## src/rtl/seq_mult_pkg.sv

```systemverilog
// Shared types and constants for the normalising sequential multiplier.
package seq_mult_pkg;

  localparam int DEF_WIDTH = 16;
  localparam int DEF_OUT_W = 16;

  typedef enum logic [1:0] {
    S_IDLE,
    S_MUL,
    S_NORM,
    S_DONE
  } state_t;

  // Width needed to express a leading-zero count over a 2*width product.
  function automatic int sh_width(input int width);
    return $clog2(2 * width);
  endfunction

endpackage

```

## src/rtl/mult_lzc.sv

```systemverilog
// Combinational leading-zero counter; all_zero_o flags the all-zero input,
// whose true count does not fit in cnt_o.
module mult_lzc #(
  parameter int N  = 32,
  parameter int CW = $clog2(N)
) (
  input  logic [N-1:0]  d_i,
  output logic [CW-1:0] cnt_o,
  output logic          all_zero_o
);

  // Scan upward so the highest set bit is the last assignment to win.
  always_comb begin
    cnt_o = '0;
    for (int i = 0; i < N; i++) begin
      if (d_i[i]) cnt_o = CW'(N - 1 - i);
    end
  end

  assign all_zero_o = (d_i == '0);

endmodule

```

## src/rtl/seq_mult_norm.sv

```systemverilog
// Sequential shift-add multiplier with signed/unsigned mode and a normalised
// (leading-one aligned) mantissa result. start/done handshake, one op at a time.
module seq_mult_norm
  import seq_mult_pkg::*;
#(
  parameter  int WIDTH = DEF_WIDTH,
  parameter  int OUT_W = DEF_OUT_W,
  localparam int SH_W  = sh_width(WIDTH)
) (
  input  logic             clk,
  input  logic             rst,
  input  logic             start,
  input  logic             is_signed,
  input  logic [WIDTH-1:0] A,
  input  logic [WIDTH-1:0] B,
  output logic [OUT_W-1:0] Y,
  output logic [SH_W-1:0]  shamt,
  output logic             neg,
  output logic             zero,
  output logic             busy,
  output logic             done,
  output logic [1:0]       dbg_state
);

  localparam int PW = 2 * WIDTH;

  // Handshake: start is sampled only in IDLE; done pulses for exactly one
  // cycle when Y/shamt/neg/zero update, and those outputs hold until the next
  // result. start seen while busy or during the done cycle is dropped.

  state_t            state_q;
  logic [SH_W-1:0]   cnt_q;
  logic [PW-1:0]     p_q;
  logic [PW-1:0]     a_sh_q;
  logic [WIDTH-1:0]  b_q;
  logic              sign_q;
  logic [OUT_W-1:0]  y_q;
  logic [SH_W-1:0]   shamt_q;
  logic              neg_q;
  logic              zero_q;
  logic              busy_q;
  logic              done_q;

  logic [WIDTH-1:0]  a_mag_d;
  logic [WIDTH-1:0]  b_mag_d;
  logic [PW-1:0]     p_d;
  logic [SH_W-1:0]   lz_cnt;
  logic              p_zero;
  logic [PW-1:0]     p_norm;
  logic [OUT_W-1:0]  y_d;

  // The most negative operand negates to itself, which read unsigned is the
  // correct magnitude.
  assign a_mag_d = (is_signed && A[WIDTH-1]) ? -A : A;
  assign b_mag_d = (is_signed && B[WIDTH-1]) ? -B : B;

  assign p_d = b_q[0] ? (p_q + a_sh_q) : p_q;

  mult_lzc #(
    .N  (PW),
    .CW (SH_W)
  ) u_lzc (
    .d_i        (p_q),
    .cnt_o      (lz_cnt),
    .all_zero_o (p_zero)
  );

  assign p_norm = p_q << lz_cnt;
  assign y_d    = p_norm[PW-1 -: OUT_W];

  always_ff @(posedge clk or negedge rst) begin
    if (!rst) begin
      state_q <= S_IDLE;
      cnt_q   <= '0;
      p_q     <= '0;
      a_sh_q  <= '0;
      b_q     <= '0;
      sign_q  <= 1'b0;
      y_q     <= '0;
      shamt_q <= '0;
      neg_q   <= 1'b0;
      zero_q  <= 1'b0;
      busy_q  <= 1'b0;
      done_q  <= 1'b0;
    end else begin
      case (state_q)
        S_IDLE: begin
          if (start) begin
            a_sh_q  <= {{WIDTH{1'b0}}, a_mag_d};
            b_q     <= b_mag_d;
            sign_q  <= is_signed & (A[WIDTH-1] ^ B[WIDTH-1]);
            p_q     <= '0;
            cnt_q   <= '0;
            busy_q  <= 1'b1;
            state_q <= S_MUL;
          end
        end
        S_MUL: begin
          p_q    <= p_d;
          a_sh_q <= a_sh_q << 1;
          b_q    <= b_q >> 1;
          cnt_q  <= cnt_q + SH_W'(1);
          if (cnt_q == SH_W'(WIDTH - 1)) state_q <= S_NORM;
        end
        S_NORM: begin
          y_q     <= p_zero ? '0 : y_d;
          shamt_q <= p_zero ? '0 : lz_cnt;
          neg_q   <= sign_q & ~p_zero;
          zero_q  <= p_zero;
          busy_q  <= 1'b0;
          done_q  <= 1'b1;
          state_q <= S_DONE;
        end
        S_DONE: begin
          done_q  <= 1'b0;
          state_q <= S_IDLE;
        end
        default: state_q <= S_IDLE;
      endcase
    end
  end

  assign Y         = y_q;
  assign shamt     = shamt_q;
  assign neg       = neg_q;
  assign zero      = zero_q;
  assign busy      = busy_q;
  assign done      = done_q;
  assign dbg_state = state_q;

endmodule
```

## config.mk

```make
export PLATFORM = sky130hd
export DESIGN_NAME = seq_mult_norm
export DESIGN_NICKNAME = d
export VERILOG_FILES = /design/src/rtl/seq_mult_pkg.sv /design/src/rtl/mult_lzc.sv /design/src/rtl/seq_mult_norm.sv
export SDC_FILE = /design/constraint.sdc
export NUM_CORES = 1
export LEC_CHECK = 0
export ABC_AREA = 1
export BUFFER_PORTS_ARGS = -buffer_cell sky130_fd_sc_hd__buf_4
export CORE_UTILIZATION = 35
export DETAILED_ROUTE_END_ITERATION = 10
export PLACE_DENSITY = 0.62
export SETUP_SLACK_MARGIN = 0.4
export SLEW_MARGIN = 20
export SYNTH_ARGS = -nofsm -noshare
export SYNTH_HDL_FRONTEND = slang
export SYNTH_SLANG_ARGS = --single-unit
```

## constraint.sdc

```tcl
create_clock -name clk -period 4.5 [get_ports clk]
set_clock_uncertainty 0.15 [all_clocks]
set_input_delay 0.9 -clock clk [delete_from_list [all_inputs] [get_ports clk]]
set_output_delay 0.9 -clock clk [all_outputs]
set_load 0.005 [all_outputs]
```

Word-level counts from Yosys, hierarchy flattened. Cells that the tools add are included.

Register bits after elaboration: 113. Latch bits: 0. Memory bits (writable): 0. Memory bits (read-only): 0. Memories kept: 0.

Add/subtract/negate cells: 4. Multipliers: 0. Divide/modulo/power cells: 0. Magnitude comparators: 0. Eq/ne operators: 7. Shift-type cells: 1. Muxes and demuxes: 51. Bitwise logic cells: 4. Reductions and logical operators: 12.

Operators with widths (number): $mux W5 (34); $pmux W32 S2 (2); $mux W32 (3); $mux W16 (4); $add A32 B32 Y32 (1); $logic_not A32 Y1 (1); $neg A16 Y16 (2); $pmux W16 S2 (1); $shl A32 B5 Y32 (1); $pmux W5 S2 (1); $pmux W2 S4 (1); $reduce_and A2 Y1 (4); $ne A2 B2 Y1 const B (3); $reduce_bool A2 Y1 (3); $add A5 B1 Y5 const B (1); $eq A5 B4 Y1 const B (1); $eq A2 B2 Y1 const B (2); $mux W2 (2); $pmux W1 S2 (2); $reduce_and A3 Y1 (1); $and A1 B1 Y1 (2); $eq A2 B1 Y1 const B (1); $logic_and A1 B1 Y1 (2); $logic_not A2 Y1 (1); other kinds (3) (3).

Logic depth before layout (Yosys ltp).
Word-level depth: 34. Mapped depth: 42. Gate-level depth less buffers: 41.

Cells and area by module. A second synthesis with hierarchy kept.

Cells, all modules: 1594. Area total of the unflattened synthesis: 9704.3 µm².

By module, submodules not included: seq_mult_norm (instances 1, cells an instance 1488, area each 9235.1 µm², sequential area each 2827.7 µm²); mult_lzc (instances 1, cells an instance 106, area each 469.2 µm², sequential area each 0.0 µm²).

Worst setup path after synthesis. No wires, ideal clock.

Path type: register to register. From: register p_q[0]. To: register p_q[30]. Arrival: 3111 ps. Required time: 4233 ps. Slack: 1121 ps. Cell stages (with the launch flop): 29. Cell sequence: dfrtp_1 > ha_1 > fa_1 > nand3_1 > nand3_1 > nand2_1 > nand2_1 > a21oi_1 > nor2_1 > nor2_1 > o21ai_2 > inv_1 > nor2_1 > nor2_1 > inv_1 > nand2_1 > nand2_1 > a21oi_2 > o21ai_2 > a21oi_2 > o21ai_2 > a21oi_1 > o21ai_2 > nand2_1 > nand2_1 > nand2_1 > nand3_1 > nand3_1 > nand2_1.

Word-level cells in the longest chain between the ends: 3.

Ends and longest elaborated chain: from (decl) (RTL line seq_mult_norm.sv:33) `logic [PW-1:0] p_q;`; from (signal assigned) (RTL line seq_mult_norm.sv:99) `p_q <= p_d;`; $add A32 B32 Y32 (RTL line seq_mult_norm.sv:57) `assign p_d = b_q[0] ? (p_q + a_sh_q) : p_q;`; $mux W32 (RTL line seq_mult_norm.sv:57); $pmux W32 S2 (RTL line seq_mult_norm.sv:86) `case (state_q)`.

No other way between the ends. The select of a mux whose other input is x is not followed. A chain may end at the register's enable or synchronous reset.

Worst setup path in the final report. Same ends and word-level chain as after synthesis.

==> flow_summary_export.csv <==
group,metric,value,unit
critical_path,worst_r2r_endpoint,"p_q[30]",
routing,num_vias,8265,
floorplan,floorplan.rows,56,
logic_synthesis,post-synth-top-count-cell,"nand2_1",
logic_synthesis,post-synth-top-area-cell,"dfrtp_1",
logic_synthesis,number_of_enable_flip_flop_cells_after_synthesis,0,
run,maxCapViolCount,0,
logic_synthesis,netlist_top_cells_count,"nand2_1 (343), nand3_1 (176), inv_1 (123)",
floorplan,io_pins,63,
layout,areaGrowthSynthToFinish,16.1,%
logic_synthesis,synth.top_cell.area_share,34.0,%
critical_path,critical_path_class,"reg2reg",
cts,clock-sinks,113,
critical_path,critPathSlowestCell,"dfrtp_1",
critical_path,slowest_stage_delay_cp,0.44,ns
critical_path,setup.worst_path.end_class,"flip-flop",
cts,cts_max_level,4,
critical_path,startpoint_type,"flip-flop",
cts,cts_tree,"yes",
timing,achievable-frequency,0.269,GHz
timing,timing.final.ws_setup,0.786,ns
floorplan,floorplan.core_area,23400,µm²
cts,cts_post_setup_buffers_inserted,0,
cts,cts_root_buf,"clkbuf_16",
cts,cts-root-to-sink-buffers,2,
layout,final_nets,1363,
cts,worst_skew_pair.late_latency,0.43,ns
timing,final.period_utilization,82.5,%
logic_synthesis,syn_area,8310,µm²
global_route,first_global_vias,7442,
critical_path,cp_data_arrival_time,3.88,ns
critical_path,worst_setup_path_startpoint,"p_q[0]",
timing,timing.final.max_slew_violations,0,
cts,clkSlewWorstSetupHoldPaths,0.06,ns
global_route,grt_start_max_net_pins,42,
logic_synthesis,async_flop_share,100,%
timing,setup_viol_count_final,0,
floorplan,dieArea,24400,µm²
critical_path,timing.reg2reg.worst_path_depth,28,
routing,avgRoutedWirePerCell,13.9,µm
layout,final_layout_size_suffix_gt1_share,9.69,%
timing,fin_worst_hold_slack,0.298,ns
logic_synthesis,synth-main-ff-cell,"dfrtp_1",
status,result_of_the_run,"completed",
logic_synthesis,syn-num-nets,1320,
routing,drt_pre_antenna_iters,7,
timing,fin_crit,3.71,ns
placed_design,pre_cts_ws,0.722,ns
timing,worst_margin_slew,1.02,ns
cts,cts_inserted_buffers,17,
placed_design,port-buffer-count,62,
logic_synthesis,synth.ff_latch_count,113,
global_route,grt.total_usage,19.2,%
logic_synthesis,synth-seq-area-share,34.0,%
floorplan,chipHeight,156,µm
routing,detailedRoute.firstIterationViolations,576,
floorplan,die_w,156,µm
routing,drt_drc_violations_left,0,
critical_path,critPathMaxFanout,6,
placed_design,placed_cells,1587,
layout,antennaDiodeCount,0,
critical_path,critPathCapture,"p_q[30]",
critical_path,cp_common_cell,"nand2_1",
routing,route.final.wire_length,22500,µm
routing,count_of_antenna_violating_nets_left_after_detailed_routing,0,
global_route,grt_first_pass_wirelength,37300,µm
logic_synthesis,synthCells,1244,
critical_path,worst-r2r-setup-slack,0.79,ns
logic_synthesis,synth.yosys.warnings,0,
logic_synthesis,post_synth_num_cell_types,41,
layout,layout.cells.non_filler,1619,
logic_synthesis,ys_top_cells_by_area,"dfrtp_1 (34%), nand2_1 (15%), nand3_1 (11%)",
timing,setup_tns,0,ns
min_path,hold_path_class,"in2async",
global_route,antenna_found_initial,0,
critical_path,critical_path.reg2reg.startpoint,"p_q[0]",
global_route,globalRoute.totalOverflow,0,
critical_path,critical_path_data_required_time,4.67,ns
placed_design,hpwl,16900,µm
routing,route.detailed.vias_per_inst,5.11,
floorplan,initial_core_util,35.5,%
logic_synthesis,synth.avg_cell_area,6.68,µm²
timing,worst_slew_margin_rel,31.8,%
placed_design,routabilityCongestion,0.907,
timing,grt_setup_unrepaired,"false",
timing,hold_violations,0,
==> layout make-up <==
class | count | area [µm²]
multi-input cells | 952 | 4800
fillers | 2478 | 13800
inverters | 128 | 480
clock buffers | 19 | 453
well taps | 319 | 399
repair buffers | 75 | 563
flip-flops and latches | 113 | 2830
clock inverters | 13 | 131
==> cells in the final DEF, fill, tap and decap left out, types with 2 or more instances in the layout <==
cell type   instances
o21ai_0            67
buf_4              75
o31ai_1             3
dfrtp_1           113
a31oi_1             4
clkinvlp_4          5
o211ai_1           18
o22ai_1            42
clkbuf_16          17
a21oi_1            75
ha_1               39
nor4_1              4
nand4_1             5
nand2_1           343
xnor2_1             2
clkinv_1            4
o32ai_1             2
o21ai_2             8
o221ai_1            2
clkbuf_8            2
nand3_1           176
clkinv_4            5
xor2_1             13
inv_1             123
o21ai_1             6
nor2_1            111
a21oi_2             5
nor3_1             14
==> repair_timing <==
action	4_1_cts	5_1_grt
gates resized for setup	0	2
hold buffers	0	0
setup endpoints to repair	0	6
==> critical path, delay by kind of cell, from the launching register on <==
family	cells	cell delay, ns
flip-flops	1	0.44
AO/OA/AOI/OAI	8	1.02
AND/OR/NAND/NOR	16	1.19
adder cells (fa/ha/maj)	2	0.65
buffers and inverters	2	0.14
==> worst min-delay path by stage <==
stage                      start      end  slack [ns]  cells after the start
after floorplan           b_q[8]   b_q[8]        0.29                      2
final                        rst  p_q[29]        0.30                      1
after global placement    b_q[8]   b_q[8]        0.31                      2
after CTS                    rst  p_q[29]        0.32                      1
after global routing         rst  p_q[29]        0.34                      1
after detailed placement    Y[7]     Y[7]        0.32                      2
==> per-layer routing <==
layer	part of all wire, %	GRT usage (%)	vias to the layer above	wire length, µm
li1	-	-	4278	-
met1	50	27.2	3740	11300
met2	43	28.8	215	9680
met3	5.2	3.86	32	1170
met4	1.7	6.44	0	393
met5	0	0	-	0
==> sequential cells by signal (all words and copies together), names as in the netlist <==
signal,cells
zero,1
busy,1
a_sh_q,32
b_q,16
cnt_q,5
neg,1
Y,16
dbg_state,2
sign_q,1
shamt,5
p_q,32
done,1
==> metrics by stage <==
stage / area (µm²) / utilization, %
2_1_floorplan: 8310 / -
6_report: 9650 / 41.2
3_5_place_dp: 9050 / 38.7
3_3_place_gp: 9050 / 38.7
4_1_cts: 9640 / 41.2
5_1_grt: 9650 / 41.2
==> kinds of logic after synthesis <==
logic type | after synthesis | share of synthesized area, %
XOR/XNOR | 15 | 1.58
AND/OR/NAND/NOR | 658 | 33.1
adder cells (fa/ha/maj) | 40 | 6.11
buffers and inverters | 179 | 8.54
flip-flops | 113 | 34.0
AO/OA/AOI/OAI | 239 | 16.6
Power is left out: the tool's default activity adds up to more than one toggle a clock period on the data nets, which glitch-free logic cannot reach.
